File: src/rtl/pong_game_state_pkg.sv
// Shared pong game parameters, FSM state encodings and small helpers.
// Geometry constants are pre-sized to the widths used by the engine compares.
package pong_game_state_pkg;

    localparam int SCREEN_WIDTH  = 640;
    localparam int SCREEN_HEIGHT = 480;
    localparam int PAD_DISTANCE  = 16;
    localparam int PAD_WIDTH     = 8;
    localparam int PAD_HEIGHT    = 64;
    localparam int BALL_SIZE     = 8;
    localparam int PAD_SPEED     = 4;
    localparam int BALL_SPEED    = 2;
    localparam int SERVE_FRAMES  = 60;

    typedef enum logic [1:0] {
        SERVE = 2'd0,
        PLAY  = 2'd1,
        POINT = 2'd2
    } state_t;

    // pad centre limits, one bit wider than the 9-bit pad position
    localparam logic [9:0] PAD_MIN  = 10'(PAD_HEIGHT / 2);
    localparam logic [9:0] PAD_MAX  = 10'(SCREEN_HEIGHT - PAD_HEIGHT / 2);
    localparam logic [9:0] PAD_STEP = 10'(PAD_SPEED);

    // horizontal geometry, 11 bits
    localparam logic [10:0] X_HB     = 11'(BALL_SIZE / 2);
    localparam logic [10:0] X_FACE_R = 11'(SCREEN_WIDTH - PAD_DISTANCE - PAD_WIDTH);
    localparam logic [10:0] X_OUT_R  = 11'(SCREEN_WIDTH - PAD_DISTANCE);
    localparam logic [10:0] X_FACE_L = 11'(PAD_DISTANCE + PAD_WIDTH);
    localparam logic [10:0] X_OUT_L  = 11'(PAD_DISTANCE);
    localparam logic [10:0] X_EDGE_R = 11'(SCREEN_WIDTH - 1);
    localparam logic [10:0] X_SNAP_R = X_FACE_R - X_HB;
    localparam logic [10:0] X_SNAP_L = X_FACE_L + X_HB;
    localparam logic [10:0] X_MISS_R = X_EDGE_R - X_HB;
    localparam logic [10:0] X_CTR    = 11'(SCREEN_WIDTH / 2);

    // vertical geometry, 10 bits
    localparam logic [9:0] Y_HB    = 10'(BALL_SIZE / 2);
    localparam logic [9:0] Y_BOT   = 10'(SCREEN_HEIGHT - BALL_SIZE / 2);
    localparam logic [9:0] Y_REACH = 10'((PAD_HEIGHT + BALL_SIZE) / 2);
    localparam logic [9:0] Y_CTR   = 10'(SCREEN_HEIGHT / 2);

    localparam logic [5:0] SERVE_LAST = 6'(SERVE_FRAMES - 1);
    localparam logic [2:0] SPEED_INIT = 3'(BALL_SPEED);

    // one BCD digit increment, 9 rolls over to 0
    function automatic logic [3:0] bcd_inc(input logic [3:0] d);
        return (d == 4'd9) ? 4'd0 : d + 4'd1;
    endfunction

endpackage

File: src/rtl/pong_game_state_pad.sv
// Clamped vertical pad mover, advanced once per frame tick.
// Limits are compared before stepping so the centre never wraps.
module pong_pad_mover
    import pong_game_state_pkg::*;
(
    input  logic       clk_vga,
    input  logic       rst,
    input  logic       tick,
    input  logic       up,
    input  logic       dn,
    output logic [8:0] pos
);

    logic [9:0] cur;
    logic [8:0] nxt;

    assign cur = {1'b0, pos};

    // next centre: one step toward the pressed button, held at the limits
    always_comb begin
        nxt = pos;
        if (up && !dn) begin
            if (cur <= PAD_MIN + PAD_STEP)
                nxt = PAD_MIN[8:0];
            else
                nxt = pos - PAD_STEP[8:0];
        end else if (dn && !up) begin
            if (cur + PAD_STEP >= PAD_MAX)
                nxt = PAD_MAX[8:0];
            else
                nxt = pos + PAD_STEP[8:0];
        end
    end

    // pad centre register, moves only on a frame tick
    always_ff @(posedge clk_vga or posedge rst) begin
        if (rst)
            pos <= Y_CTR[8:0];
        else if (tick)
            pos <= nxt;
    end

endmodule

File: src/rtl/pong_game_state.sv
// Pong frame-rate engine: pads, ball, serve/play/point FSM and scores.
// Optional macro BALL_SPEEDUP_EN: ball speeds up every fourth pad hit.
module pong_game_state
    import pong_game_state_pkg::*;
(
    input  logic       clk_vga,
    input  logic       rst,
    input  logic       vga_vs_n,
    input  logic       btn_left_up,
    input  logic       btn_left_dn,
    input  logic       btn_right_up,
    input  logic       btn_right_dn,
    output logic [8:0] pad_left,
    output logic [8:0] pad_right,
    output logic [9:0] ball_x,
    output logic [8:0] ball_y,
    output logic [3:0] score_left,
    output logic [3:0] score_right,
    output logic       serving
);

    state_t     state;
    logic       vs_prev;
    logic       tick;
    logic [5:0] frame_cnt;
    logic       dx;
    logic       dy;
    logic [2:0] speed;
    logic       left_scored;
`ifdef BALL_SPEEDUP_EN
    localparam logic [2:0] SPEED_MAX = 3'd6;
    logic [1:0] hit_cnt;
`endif

    logic [10:0] bx;
    logic [10:0] sx;
    logic [9:0]  by;
    logic [9:0]  sy;
    logic [9:0]  dl;
    logic [9:0]  dr;
    logic [9:0]  x_step;
    logic [8:0]  y_step;
    logic        hit_l;
    logic        hit_r;
    logic        miss_l;
    logic        miss_r;
    logic        wall_t;
    logic        wall_b;

    assign tick = vs_prev & ~vga_vs_n;
    assign bx   = {1'b0, ball_x};
    assign by   = {1'b0, ball_y};
    assign sx   = {8'd0, speed};
    assign sy   = {7'd0, speed};

    pong_pad_mover u_pad_left (
        .clk_vga (clk_vga),
        .rst     (rst),
        .tick    (tick),
        .up      (btn_left_up),
        .dn      (btn_left_dn),
        .pos     (pad_left)
    );

    pong_pad_mover u_pad_right (
        .clk_vga (clk_vga),
        .rst     (rst),
        .tick    (tick),
        .up      (btn_right_up),
        .dn      (btn_right_dn),
        .pos     (pad_right)
    );

    // collision, wall and miss detection against pre-tick positions
    always_comb begin
        dl = (by >= {1'b0, pad_left})
           ? by - {1'b0, pad_left} : {1'b0, pad_left} - by;
        dr = (by >= {1'b0, pad_right})
           ? by - {1'b0, pad_right} : {1'b0, pad_right} - by;
        hit_r  = dx && (bx + X_HB + sx >= X_FACE_R)
                    && (bx + X_HB <= X_OUT_R) && (dr < Y_REACH);
        hit_l  = !dx && (bx <= X_FACE_L + X_HB + sx)
                     && (bx >= X_OUT_L + X_HB) && (dl < Y_REACH);
        miss_r = dx && (bx + X_HB + sx >= X_EDGE_R);
        miss_l = !dx && (bx <= X_HB + sx);
        wall_t = !dy && (by <= Y_HB + sy);
        wall_b = dy && (by + sy >= Y_BOT);
        x_step = dx ? ball_x + 10'(speed) : ball_x - 10'(speed);
        y_step = dy ? ball_y + 9'(speed) : ball_y - 9'(speed);
    end

    // game FSM: all state advances on the frame tick only
    always_ff @(posedge clk_vga or posedge rst) begin
        if (rst) begin
            vs_prev     <= 1'b1;
            state       <= SERVE;
            frame_cnt   <= 6'd0;
            ball_x      <= X_CTR[9:0];
            ball_y      <= Y_CTR[8:0];
            dx          <= 1'b1;
            dy          <= 1'b1;
            speed       <= SPEED_INIT;
            score_left  <= 4'd0;
            score_right <= 4'd0;
            left_scored <= 1'b0;
            serving     <= 1'b1;
`ifdef BALL_SPEEDUP_EN
            hit_cnt     <= 2'd0;
`endif
        end else begin
            vs_prev <= vga_vs_n;
            if (tick) begin
                unique case (state)
                    SERVE: begin
                        if (frame_cnt == SERVE_LAST) begin
                            state     <= PLAY;
                            frame_cnt <= 6'd0;
                            serving   <= 1'b0;
                        end else begin
                            frame_cnt <= frame_cnt + 6'd1;
                        end
                    end
                    PLAY: begin
                        if (wall_t) begin
                            ball_y <= Y_HB[8:0];
                            dy     <= 1'b1;
                        end else if (wall_b) begin
                            ball_y <= Y_BOT[8:0];
                            dy     <= 1'b0;
                        end else begin
                            ball_y <= y_step;
                        end
                        if (hit_r) begin
                            ball_x <= X_SNAP_R[9:0];
                            dx     <= 1'b0;
                        end else if (hit_l) begin
                            ball_x <= X_SNAP_L[9:0];
                            dx     <= 1'b1;
                        end else if (miss_r) begin
                            ball_x      <= X_MISS_R[9:0];
                            state       <= POINT;
                            left_scored <= 1'b1;
                        end else if (miss_l) begin
                            ball_x      <= X_HB[9:0];
                            state       <= POINT;
                            left_scored <= 1'b0;
                        end else begin
                            ball_x <= x_step;
                        end
`ifdef BALL_SPEEDUP_EN
                        if (hit_r || hit_l) begin
                            hit_cnt <= hit_cnt + 2'd1;
                            if (hit_cnt == 2'd3 && speed != SPEED_MAX)
                                speed <= speed + 3'd1;
                        end
`endif
                    end
                    POINT: begin
                        if (left_scored)
                            score_left <= bcd_inc(score_left);
                        else
                            score_right <= bcd_inc(score_right);
                        ball_x    <= X_CTR[9:0];
                        ball_y    <= Y_CTR[8:0];
                        dx        <= left_scored;
                        speed     <= SPEED_INIT;
                        frame_cnt <= 6'd0;
                        state     <= SERVE;
                        serving   <= 1'b1;
`ifdef BALL_SPEEDUP_EN
                        hit_cnt   <= 2'd0;
`endif
                    end
                    default: begin
                        state   <= SERVE;
                        serving <= 1'b1;
                    end
                endcase
            end
        end
    end

endmodule

File: config.mk
export PLATFORM = sky130hd
export DESIGN_NAME = pong_game_state
export DESIGN_NICKNAME = d
export VERILOG_FILES = /design/src/rtl/pong_game_state_pkg.sv /design/src/rtl/pong_game_state_pad.sv /design/src/rtl/pong_game_state.sv
export SDC_FILE = /design/constraint.sdc
export NUM_CORES = 1
export LEC_CHECK = 0
export ABC_AREA = 1
export BUFFER_PORTS_ARGS = -buffer_cell sky130_fd_sc_hd__buf_4
export CORE_MARGIN = 4
export CORE_UTILIZATION = 45
export CTS_BUF_LIST = sky130_fd_sc_hd__clkbuf_4 sky130_fd_sc_hd__clkbuf_8
export DETAILED_ROUTE_END_ITERATION = 6
export PLACE_DENSITY = 0.69
export SLEW_MARGIN = 10
export SYNTH_ARGS = -nofsm -noshare
export SYNTH_HDL_FRONTEND = slang
export SYNTH_SLANG_ARGS = --single-unit
File: constraint.sdc
create_clock -name clk_vga -period 2.4 [get_ports clk_vga]
set_input_delay 0.24 -clock clk_vga [delete_from_list [all_inputs] [get_ports clk_vga]]
set_output_delay 0.24 -clock clk_vga [all_outputs]
set_load 0.02 [all_outputs]
* Yosys cells after proc, flatten, opt, wreduce, memory -nomap -nowiden
Cells that the tools add are included.
Operators by class: $add $sub $neg 20, order comparisons 16, equality and inequality tests 10, muxes and demuxes 39, bitwise logic cells 6, reductions and logical operators 38
Operators by type and width (number):
- two-way mux 9 bit | 11
- two-way mux 10 bit | 7
- subtractor 9 x 9 -> 10 bit | 4
- greater-or-equal comparator 10 x 9 -> 1 bit (second input constant) | 3
- greater-or-equal comparator 11 x 10 -> 1 bit (second input constant) | 2
- adder 9 x 3 -> 10 bit (second input constant) | 2
- less-than comparator 10 x 6 -> 1 bit (second input constant) | 2
- case mux 10 bit (2 select lines) | 1
- adder 9 x 3 -> 9 bit (second input constant) | 2
- greater-or-equal comparator 9 bit | 2
- less-or-equal comparator 9 x 6 -> 1 bit (second input constant) | 2
- case mux 9 bit (2 select lines) | 1
- subtractor 9 x 3 -> 9 bit (second input constant) | 2
- AND reduction 3 bit | 5
- logical AND 1 bit | 14
- case mux 6 bit (2 select lines) | 1
- nonzero test 2 bit | 6
- adder 10 x 3 -> 11 bit (second input constant) | 1
- adder 11 x 2 -> 11 bit (second input constant) | 1
- less-or-equal comparator 11 x 10 -> 1 bit (second input constant) | 1
- adder 10 x 2 -> 10 bit (second input constant) | 1
- adder 9 x 2 -> 10 bit (second input constant) | 1
- greater-or-equal comparator 10 x 5 -> 1 bit (second input constant) | 1
- less-or-equal comparator 10 x 3 -> 1 bit (second input constant) | 1
- other kinds (25) | 55
Word-level totals: flip-flop bits (word level) 58, bits of input ports 7, output and inout port bits 46, logic and storage cells 142

* Depth between registers and ports, before layout
word-level depth 8, depth in mapped cells 23

* Cells and area by module
From an unflattened synthesis, not the netlist that was laid out.
Second synthesis, totals: cells, all modules 1084, area, all modules 6761.5 um^2
Modules (own cells, without submodules):
- pong_game_state | instances 1, cells an instance 836, area an instance 5235.0 um^2
- pong_pad_mover | instances 2, cells an instance 124, area an instance 763.2 um^2

* Worst setup path after synthesis
Ideal clock, no wire load.
kind reg-to-reg, start point register u_pad_left.pos[6], end point register ball_x[0], library setup time 0.118 ns, arrival 2.693 ns, slack -0.411 ns, stages on the path, launching flop included 20, period minus slack after synthesis 2.811 ns, path through dfstp_2 -> clkbuf_1 -> inv_1 -> ha_1 -> nand2_2 -> nor2_1 -> nand3_1 -> nand3_1 -> buf_4 -> nand2_1 -> o21ai_1 -> nand2_1 -> o21bai_2 -> nand3_1 -> nor2_1 -> nor2_4 -> nand3_2 -> nand2_1 -> nand2_1 -> nand2_1
Between the ends: longest elaborated chain between the ends 7
Ends and longest elaborated chain:
- start, declared | line pong_game_state_pad.sv:11 | output logic [8:0] pos
- start signal, assigned | line pong_game_state_pad.sv:38 | pos <= Y_CTR[8:0];
- start signal, assigned | line pong_game_state_pad.sv:40 | pos <= nxt;
- subtractor 9 x 9 -> 10 bit / greater-or-equal comparator 9 bit (equally long branches) | line pong_game_state.sv:77, pong_game_state.sv:76
- two-way mux 10 bit (*) | line pong_game_state.sv:77 | ? by - {1'b0, pad_left} : {1'b0, pad_left} - by;
- less-than comparator 10 x 6 -> 1 bit (*) | line pong_game_state.sv:83 | && (bx >= X_OUT_L + X_HB) && (dl < Y_REACH);
- logical AND 1 bit (*) | line pong_game_state.sv:83
- two-way mux 10 bit (*) | line pong_game_state.sv:136 | end else if (hit_l) begin
- two-way mux 10 bit (*) | line pong_game_state.sv:133 | if (hit_r) begin
- case mux 10 bit (2 select lines) (*) | line pong_game_state.sv:113 | unique case (state)
- end signal, assigned | line pong_game_state.sv:134 | ball_x <= X_SNAP_R[9:0];
- end signal, assigned | line pong_game_state.sv:137 | ball_x <= X_SNAP_L[9:0];
- end signal, assigned | line pong_game_state.sv:140 | ball_x <= X_MISS_R[9:0];
- end, declared | line pong_game_state.sv:15 | output logic [9:0] ball_x,
Mark *: on every way between the ends. The rest lies on a longest branch, timed or not. A chain may end at the register's enable or synchronous reset.

* Final worst setup path
start point register ball_y[7], end point register ball_x[0]
Between the ends: longest elaborated chain between the ends 7
Ends and longest elaborated chain:
- start, declared | line pong_game_state.sv:16 | output logic [8:0] ball_y,
- start signal, assigned | line pong_game_state.sv:99 | ball_y <= Y_CTR[8:0];
- start signal, assigned | line pong_game_state.sv:125 | ball_y <= Y_HB[8:0];
- start signal, assigned | line pong_game_state.sv:128 | ball_y <= Y_BOT[8:0];
- subtractor 9 x 9 -> 10 bit / greater-or-equal comparator 9 bit (equally long branches) | line pong_game_state.sv:77, pong_game_state.sv:76
- two-way mux 10 bit | line pong_game_state.sv:77
- less-than comparator 10 x 6 -> 1 bit | line pong_game_state.sv:83
- logical AND 1 bit | line pong_game_state.sv:83
- two-way mux 10 bit | line pong_game_state.sv:136
- two-way mux 10 bit (*) | line pong_game_state.sv:133
- case mux 10 bit (2 select lines) (*) | line pong_game_state.sv:113
Marks and branches as above.

==> reports/metrics.yaml <==
critPathMaxFanout: 6
period_needed_ps: 2570
diodes: 0
netlist_instances: 987
die_w_um: 127
cts_sinks: 53
regArea_um2: 1360
port_buffers: 47
gp_congestion: 0.954
hold_viol: 0
cts-buffers-inserted: 5
grt_max_degree: 29
firstDrtPassIters: 5
clockBufferDepth: 2
required_ps: 2640
die_h_um: 127
h-tree-depth: 2
grt.overflow.total: 0
period_share_pct: 107
cap_violations: 0
synth-seq-cells: 53
relSlewSlack_pct: 57.7
syn_area_per_cell_um2: 6.49
crit_path_start_kind: "flop"
std_cell_rows: 43
path_clk_slew_ps: 110
grt_usage_pct: 23.0
dp_slack_ps: -170
final.fill_count: 1265
drcViolationCount: 0
hold_path.class: "input pin to flop"
cts_tree: "built"
ant_nets: 0
worst_ep_arrival_time_ps: 2810
synth_edf_count: 0
synth_top_cell_area_share_pct: 14.7
synth_area_um2: 6400
drv_slew: 0
cts_root_buffer: "clkbuf_8"
flow.area_growth_from_synthesis_pct: 37.2
fp.dieArea_um2: 16200
status: "complete, but fails checks"
via_count: 7137
grt_pass1_wl_um: 31100
grt_pass1_vias: 6652
io_pins: 53
first_iter_violations: 393
yosys.cell_count.top_type: "nand2_1"
grt_antenna_before_repair: 0
synthFlopType: "dfrtp_1"
fin_skew_ps: 7.80
coreArea_um2: 13900
via_per_inst: 5.21
setup_ws_ps: -172
violations: "setup timing"
postSynth.asyncResetShare_pct: 100
synth_area_leaders: "nand2_1 (15%), dfrtp_1 (14%), ha_1 (13%), inv_1 (8.3%), dfstp_2 (7.4%)"
wl_per_cell_um: 14.1
synth-seq-area-share_pct: 21.1
wirelength_um: 19300
worstSkewPairLatency_ps: 330
dp_hpwl_um: 15100
max_freq_mhz: 389
ys_types: 56
rsz0062_at_grt: "true"
drive_above_1_share_pct: 32.5
end_kind: "flop"
synth_top_area_cell: "nand2_1"
crit_type: "flop to flop"
synth_common_cells: "nand2_1 (251), inv_1 (141), nor2_1 (108), ha_1 (65), nand3_1 (59)"
initial_core_util_pct: 46.0
synth_warnings: 0
setup_viol: 14
multiInputGateArea_um2: 4880
nNetsFinal: 1264
tightest_slew_ps: 634
==> cells in the final DEF, fill, tap and decap left out, drive strengths merged, types with 6 or more instances in the layout <==
master	synthesis	layout
nand2	272	273
buf	17	210
inv	145	144
nor2	118	118
ha	65	65
nand3	64	64
a21oi	57	57
o21ai	55	55
dfrtp	35	35
xor2	20	20
nand4	18	18
dfstp	18	18
nor3	14	14
xnor2	10	10
o211ai	9	9
nand3b	6	6
==> state kept, by name (all words and copies together), names as in the netlist <==
name             cells
frame_cnt            6
ball_x              10
state                2
score_left           4
dx                   1
score_right          4
left_scored          1
vs_prev              1
u_pad_right.pos      7
ball_y               8
serving              1
dy                   1
u_pad_left.pos       7
==> per-layer routing <==
metal	share of wire [%]	vias up	GRT usage, %	wire length, µm
met5	0	-	0	0
met4	2.1	0	6.56	402
met3	4.4	30	2.84	851
met2	47	197	38.6	9030
met1	47	3295	31.1	8980
li1	-	3615	-	-
==> worst paths after layout <==
check,to,depth (start not counted),slack (ps),start
max,ball_x[0],19,-170,ball_y[7]
max in group asynchronous,ball_x[6],4,1220,rst
min,vs_prev,1,20,vga_vs_n
min in group asynchronous,score_right[1],3,540,rst
min reg2reg,serving,2,500,serving
max reg2reg,ball_x[0],19,-170,ball_y[7]
==> timing repair <==
action / CTS / global route
pin swaps: 31 / 26
endpoints found under the setup margin: 14 / 17
gates resized for setup: 54 / 47
endpoints found under the hold margin: 4 / 0
gates cloned: 1 / 0
setup buffers: 7 / 9
hold buffers: 1 / 0
==> worst max-delay path, cell delays in order (launching register included) <==
cell and delay, ps:
dfstp_2 630, buf_12 130, ha_4 220, nand2_4 60
nand2_4 50, a21oi_4 190, nand3_4 120, buf_6 150
nand2_4 60, nand2_2 50, nand2_1 50, nand2_1 60
nor2_2 130, nand3_2 100, nor2_4 160, nor2_4 80
nand3_2 80, nand2_1 50, nand2_1 70, nand2_1 40
==> cell families after synthesis <==
| family | Yosys count | synth area share, % |
|---|---|---|
| AO/OA/AOI/OAI | 162 | 15.1 |
| AND/OR/NAND/NOR | 503 | 34.8 |
| other | 1 | 0.0586 |
| flip-flops | 53 | 21.1 |
| XOR/XNOR | 30 | 4.10 |
| adder cells (fa/ha/maj) | 69 | 14.0 |
| buffers and inverters | 169 | 10.9 |
==> layout make-up <==
cell class | count | area share (%)
Timing Repair Buffer | 211 | 18.9
Multi-Input combinational cell | 770 | 55.5
Clock buffer | 5 | 0.783
Tap cell | 180 | 2.56
Sequential cell | 53 | 15.4
Clock inverter | 3 | 0.299
Inverter | 147 | 6.48
==> through the flow <==
step	std cells	hold WS [ps]	setup TNS, ps	area [µm²]	utilization, %
detailed placement	1344	363	-1730	8150	58.5
global route	1369	2.58	-3470	8790	63.1
global placement	1344	362	-1190	8150	58.5
CTS	1360	9.53	-854	8550	61.3
floorplan	991	244	-1670	6630	-
finish	1369	15.1	-1460	8790	63.1
Power is not shown: default switching activity piles up to over one toggle a cycle in this logic, so the estimate is an artifact.
